## config.mk

```make
export PLATFORM = sky130hd
export DESIGN_NAME = i2c_target
export DESIGN_NICKNAME = d
export VERILOG_FILES = /design/src/rtl/i2c_target.sv
export SDC_FILE = /design/constraint.sdc
export NUM_CORES = 1
export LEC_CHECK = 0
export BUFFER_PORTS_ARGS = -buffer_cell sky130_fd_sc_hd__buf_2
export CAP_MARGIN = 15
export CORE_MARGIN = 4
export CORE_UTILIZATION = 60
export CTS_CLUSTER_SIZE = 30
export DETAILED_ROUTE_END_ITERATION = 16
export HOLD_SLACK_MARGIN = 0.03
export PLACE_DENSITY = 0.93
export SYNTH_ARGS = -nofsm -noshare
export SYNTH_HDL_FRONTEND = slang
export SYNTH_SLANG_ARGS = --single-unit
```

## constraint.sdc

```tcl
create_clock -name clk -period 2.6 [get_ports clk]
set_input_delay 0.13 -clock clk [delete_from_list [all_inputs] [get_ports clk]]
set_output_delay 0.13 -clock clk [all_outputs]
set_load 0.01 [all_outputs]
```

## src/rtl/i2c_target.sv

```systemverilog
//==============================================================================
// i2c_target : I2C target giving a byte-wide register port (sub-address + auto-
// incrementing data bytes). Define I2C_READ_EN to add read transactions.
// Revision   : 1.0
//==============================================================================
`default_nettype none

module i2c_target #(
  parameter logic [6:0] DEV_ADDR = 7'h70
) (
  input  logic       clk,
  input  logic       rst_n,
  input  logic       sda_in,
  input  logic       scl_in,
  output logic       sda_oe,
  output logic [7:0] reg_addr,
  output logic [7:0] reg_wdata,
  output logic       reg_wr_en,
  input  logic [7:0] reg_rdata,
  output logic       busy
);

  typedef enum logic [3:0] {
    S_IDLE, S_ADDR, S_ADDR_ACK, S_SUB, S_SUB_ACK,
    S_WDATA, S_WDATA_ACK, S_RDATA, S_RDATA_ACK, S_WAIT
  } state_t;

`ifdef I2C_READ_EN
  localparam logic READ_EN = 1'b1;
`else
  localparam logic READ_EN = 1'b0;
`endif

  state_t     state_q, state_d;
  logic [2:0] sda_s_q, scl_s_q;
  logic [2:0] bit_cnt_q, bit_cnt_d;
  logic [7:0] shift_q, shift_d;
  logic [7:0] addr_q, addr_d;
  logic [7:0] wdata_q, wdata_d;
  logic       sda_oe_q, sda_oe_d;
  logic       wr_en_q, wr_en_d;
  logic       busy_q, busy_d;

  // [1] is the synchronized level, [2] its previous value for edge detection
  logic       w_sda, w_scl_rise, w_scl_fall, w_start, w_stop;
  logic [7:0] w_byte;
  assign w_sda      = sda_s_q[1];
  assign w_scl_rise =  scl_s_q[1] & ~scl_s_q[2];
  assign w_scl_fall = ~scl_s_q[1] &  scl_s_q[2];
  assign w_start    = scl_s_q[1] & scl_s_q[2] &  sda_s_q[2] & ~sda_s_q[1];
  assign w_stop     = scl_s_q[1] & scl_s_q[2] & ~sda_s_q[2] &  sda_s_q[1];
  assign w_byte     = {shift_q[6:0], w_sda};

`ifdef I2C_READ_EN
  logic rw_q, rw_d;
  logic ackd_q, ackd_d;
`else
  logic w_unused_rdata;
  assign w_unused_rdata = ^{reg_rdata, shift_q[7]};
`endif

  always_comb begin
    state_d   = state_q;
    bit_cnt_d = bit_cnt_q;
    shift_d   = shift_q;
    addr_d    = addr_q;
    wdata_d   = wdata_q;
    sda_oe_d  = sda_oe_q;
    wr_en_d   = 1'b0;
    busy_d    = busy_q;
`ifdef I2C_READ_EN
    rw_d      = rw_q;
    ackd_d    = ackd_q;
`endif
    if (w_start) begin
      state_d   = S_ADDR;
      bit_cnt_d = 3'd0;
      sda_oe_d  = 1'b0;
      busy_d    = 1'b1;
`ifdef I2C_READ_EN
      ackd_d    = 1'b0;
`endif
    end else if (w_stop) begin
      state_d  = S_IDLE;
      sda_oe_d = 1'b0;
      busy_d   = 1'b0;
    end else begin
      case (state_q)
        S_ADDR: if (w_scl_rise) begin
          shift_d   = w_byte;
          bit_cnt_d = bit_cnt_q + 3'd1;
          if (bit_cnt_q == 3'd7) begin
            if (w_byte[7:1] == DEV_ADDR && (!w_byte[0] || READ_EN))
              state_d = S_ADDR_ACK;
            else
              state_d = S_WAIT;
`ifdef I2C_READ_EN
            rw_d = w_byte[0];
`endif
          end
        end
        S_SUB: if (w_scl_rise) begin
          shift_d   = w_byte;
          bit_cnt_d = bit_cnt_q + 3'd1;
          if (bit_cnt_q == 3'd7) begin
            addr_d  = w_byte;
            state_d = S_SUB_ACK;
          end
        end
        S_WDATA: if (w_scl_rise) begin
          shift_d   = w_byte;
          bit_cnt_d = bit_cnt_q + 3'd1;
          if (bit_cnt_q == 3'd7) begin
            wdata_d = w_byte;
            wr_en_d = 1'b1;
            state_d = S_WDATA_ACK;
          end
        end
        // First SCL fall drives the ACK, the second one ends the slot
        S_ADDR_ACK, S_SUB_ACK, S_WDATA_ACK: if (w_scl_fall) begin
          if (!sda_oe_q) begin
            sda_oe_d = 1'b1;
          end else begin
            sda_oe_d = 1'b0;
            if (state_q == S_WDATA_ACK) begin
              addr_d  = addr_q + 8'd1;
              state_d = S_WDATA;
            end else if (state_q == S_SUB_ACK) begin
              state_d = S_WDATA;
            end else begin
              state_d = S_SUB;
`ifdef I2C_READ_EN
              if (rw_q) begin
                shift_d  = reg_rdata;
                sda_oe_d = ~reg_rdata[7];
                state_d  = S_RDATA;
              end
`endif
            end
          end
        end
`ifdef I2C_READ_EN
        S_RDATA: begin
          if (w_scl_rise) begin
            bit_cnt_d = bit_cnt_q + 3'd1;
            if (bit_cnt_q == 3'd7) state_d = S_RDATA_ACK;
          end else if (w_scl_fall) begin
            shift_d  = {shift_q[6:0], 1'b0};
            sda_oe_d = ~shift_q[6];
          end
        end
        // Release after bit 8, sample controller ACK, then load the next byte
        S_RDATA_ACK: begin
          if (w_scl_fall) begin
            if (ackd_q) begin
              shift_d  = reg_rdata;
              sda_oe_d = ~reg_rdata[7];
              ackd_d   = 1'b0;
              state_d  = S_RDATA;
            end else begin
              sda_oe_d = 1'b0;
            end
          end else if (w_scl_rise) begin
            addr_d = addr_q + 8'd1;
            if (w_sda) state_d = S_WAIT;
            else       ackd_d  = 1'b1;
          end
        end
`endif
        default: ;
      endcase
    end
  end

  always_ff @(posedge clk or negedge rst_n) begin
    if (!rst_n) begin
      state_q   <= S_IDLE;
      sda_s_q   <= 3'b111;
      scl_s_q   <= 3'b111;
      bit_cnt_q <= 3'd0;
      shift_q   <= 8'h00;
      addr_q    <= 8'h00;
      wdata_q   <= 8'h00;
      sda_oe_q  <= 1'b0;
      wr_en_q   <= 1'b0;
      busy_q    <= 1'b0;
`ifdef I2C_READ_EN
      rw_q      <= 1'b0;
      ackd_q    <= 1'b0;
`endif
    end else begin
      state_q   <= state_d;
      sda_s_q   <= {sda_s_q[1:0], sda_in};
      scl_s_q   <= {scl_s_q[1:0], scl_in};
      bit_cnt_q <= bit_cnt_d;
      shift_q   <= shift_d;
      addr_q    <= addr_d;
      wdata_q   <= wdata_d;
      sda_oe_q  <= sda_oe_d;
      wr_en_q   <= wr_en_d;
      busy_q    <= busy_d;
`ifdef I2C_READ_EN
      rw_q      <= rw_d;
      ackd_q    <= ackd_d;
`endif
    end
  end

  assign sda_oe    = sda_oe_q;
  assign reg_addr  = addr_q;
  assign reg_wdata = wdata_q;
  assign reg_wr_en = wr_en_q;
  assign busy      = busy_q;

endmodule

`default_nettype wire
```

==> flow_metrics.env <==
export IMPL_worstSetupPathType="register to register"
export IMPL_nets=221
export IMPL_cp_start_kind="register"
export IMPL_synthArstFlopShare=1.000
export IMPL_drv_slew=0
export IMPL_setup_tns_ns=0
export IMPL_syn_inst=181
export IMPL_critPathRequiredTime_ns=2.85
export IMPL_min_period_ns=2.144
export IMPL_n_antenna_cell=0
export IMPL_synth_edf_count=0
export IMPL_drive_gt1_frac=0.2464
export IMPL_grt_max_degree=40
export IMPL_num_vias=1515
export IMPL_ant_nets=0
export IMPL_ys_ff_latch=39
export IMPL_worstMarginPinSlew_ns=0.8369
export IMPL_hold_end="sda_s_q[1]"
export IMPL_period_share=0.8246
export IMPL_h_tree_depth=2
export IMPL_path_max_fanout=11
export IMPL_clock_latency_ns=0.35
export IMPL_synth_area_mm2=0.001949
export IMPL_cts_buffer_depth=2
export IMPL_clk_pin_slew_worst_paths_ns=0.11
export IMPL_fp_row_count=20
export IMPL_drc=0
export IMPL_place_inst=240
export IMPL_die_width_um=65
export IMPL_coreArea_mm2=0.003078
export IMPL_hold_path_depth=0
export IMPL_timing_rr_end="state_q[3]"
export IMPL_cts_sinks=39
export IMPL_synth_seq_area_share=0.5045
export IMPL_grt_setup_unrepaired="no"
export IMPL_antenna_found_initial=0
export IMPL_rrSetupSlack_ns=0.46
export IMPL_dieArea_mm2=0.004225
export IMPL_ios=31
export IMPL_yosys_warnings=0
export IMPL_hold_violations=0
export IMPL_reg2regPathDepth=4
export IMPL_fin_cells=251
export IMPL_cts_resized=0
export IMPL_first_pass_iters=4
export IMPL_routedWlPerCell_um=16.53
export IMPL_grt_pass1_vias=1524
export IMPL_avgViaCountPerCell=6.036
export IMPL_r2r_start="state_q[2]"
export IMPL_grt_remaining_overflow=0
export IMPL_root_buffer="clkbuf_4"
export IMPL_synth_cell_types=47
export IMPL_arrival_ns=2.39
export IMPL_fin_skew_ns=0.009954
export IMPL_hold_class="register to register"
export IMPL_drt_initial_drc_count=153
export IMPL_ir_drop_v=0.0006029
export IMPL_wl_um=4148
export IMPL_die_h_um=65
export IMPL_grt_first_pass_wirelength_um=7362
export IMPL_grt_use_total=0.2280
export IMPL_fillCellCount=206
export IMPL_layout_commonest_cell="dfrtp_1"
export IMPL_p_leak_uw=0.001037
export IMPL_gp_congestion=0.9378
export IMPL_cts_buffers=5
export IMPL_p_per_area_mw_per_mm2=650.0
export IMPL_port_buffers=22
export IMPL_hp_start="sda_s_q[0]"
export IMPL_synth_flop_cell="dfrtp_1"
export IMPL_status="finished, final reports clean"
export IMPL_finalSetupViolCount=0
export IMPL_synth_fp_nets=196
export IMPL_endpoint_kind="register"
export IMPL_max_freq_mhz=466.4
export IMPL_dpl_hpwl_um=2915
export IMPL_cts_tree="done"
export IMPL_max_slew_margin=0.4400
export IMPL_areaGrowthSynthToFinish_pct=12.90
export IMPL_start_util=0.6333
export IMPL_post_cts_buffers=0
export IMPL_final_cell_mix="dfrtp_1 (33), nand2_1 (25), buf_2 (22)"
export IMPL_maxCapViolations=0
export IMPL_avgSynthCellArea_um2=10.77
==> what timing repair did <==
action,4_1_cts,5_1_grt
setup endpoints to repair,0,0
endpoints found under the hold margin,35,0
hold buffers,3,0
==> through the flow <==
step           setup slack (ns)  hold WS (ns)  area (um^2)    util  power (uW)
6_report                 0.4561        0.3644         2201  0.7150        1430
4_1_cts                  0.5038        0.3669         2201  0.7150        1439
3_3_place_gp             0.6259        0.2365         2081  0.6760       972.3
2_1_floorplan            0.8684       -0.1656         1949       -       916.6
5_1_grt                  0.3386        0.3756         2201  0.7150        1518
3_5_place_dp             0.5455        0.2369         2081  0.6760       997.7
==> cell families (layout without fill, tap and decap cells) <==
family / count (synthesis) / count (layout) / share of synthesized area
simple gates: 62 / 62 / 0.1707
compound gates: 45 / 45 / 0.1701
flops: 39 / 39 / 0.5045
mux: 15 / 15 / 0.08472
buf+inv: 13 / 39 / 0.03273
xor+xnor: 4 / 4 / 0.01797
fa+ha+maj: 3 / 3 / 0.01926
==> worst max path at each step <==
stage                             from           end  slack, ns  depth (start not counted)
final                       state_q[2]    state_q[3]       0.46                          4
after global routing        state_q[2]    state_q[3]       0.34                          4
after CTS                   state_q[2]    state_q[3]       0.50                          4
after detailed placement    state_q[2]   reg_addr[1]       0.55                          4
after global placement      state_q[3]   reg_addr[1]       0.63                          4
after floorplan           bit_cnt_q[0]  reg_wdata[0]       0.87                          6
==> critical path: stages (launching register included) <==
cell and delay, ns:
dfrtp_1 0.58, o21bai_1 0.13, nor2_1 0.65, a22oi_1 0.35, o31ai_1 0.34
==> report_power, final <==
part,leakage [uW],switching [uW],internal [uW]
combinational,0.000483,114,104
sequential,0.000505,93.7,683
clock,0.0000489,204,232
==> state kept, by name (all words and copies together), names as in the netlist <==
| register | flops |
|---|---|
| state_q | 4 |
| scl_s_q | 3 |
| sda_s_q | 3 |
| reg_wr_en | 1 |
| sda_oe | 1 |
| reg_wdata | 8 |
| reg_addr | 8 |
| shift_q | 7 |
| busy | 1 |
| bit_cnt_q | 3 |
==> routing by layer <==
| metal | vias to the layer above | routed length [um] | track usage |
|---|---|---|---|
| li1 | 709 | - | - |
| met1 | 731 | 1718 | 0.2859 |
| met2 | 55 | 2079 | 0.3819 |
| met3 | 20 | 213 | 0.03986 |
| met4 | 0 | 137 | 0.1055 |
| met5 | - | 0 | 0 |
==> synthesized netlist by cell type, types with 2 or more instances <==
cell type  count  area share
a22oi_1        2      0.0077
mux2_1         7       0.040
inv_1          4      0.0077
nor2_4         2       0.012
or3_1          2      0.0064
nand3_1        3      0.0077
nor2b_1        3      0.0096
buf_2          6       0.015
dfrtp_1       33        0.42
a22o_1         3       0.013
mux2i_1        3       0.015
o22ai_1        2      0.0064
and3_1         2      0.0064
and3b_1        2      0.0090
nand2_1       25       0.048
ha_1           3       0.019
a2bb2oi_1      5       0.022
a211oi_1       3       0.012
nor2_1         4      0.0077
dfstp_2        6       0.081
o21ai_0       10       0.026
a21oi_1        2      0.0051
o2bb2ai_1      2      0.0090
clkbuf_1       2      0.0039
nor3_1         6       0.015
o21bai_1       3       0.012
o31ai_1        4       0.015
xnor2_1        4       0.018
mux2_2         5       0.029
nand2b_1       6       0.019
==> area by class of cell <==
type	count	area (um^2)	area share
timing repair buffer	27	155.1	0.07049
sequential	39	983.4	0.4468
tap	44	55.05	0.02501
multi-input combinational	129	902.1	0.4099
inverter	4	15.01	0.006822
clock inverter	2	38.79	0.01762
clock buffer	6	51.30	0.02331
(Power assumes the default switching activity.)
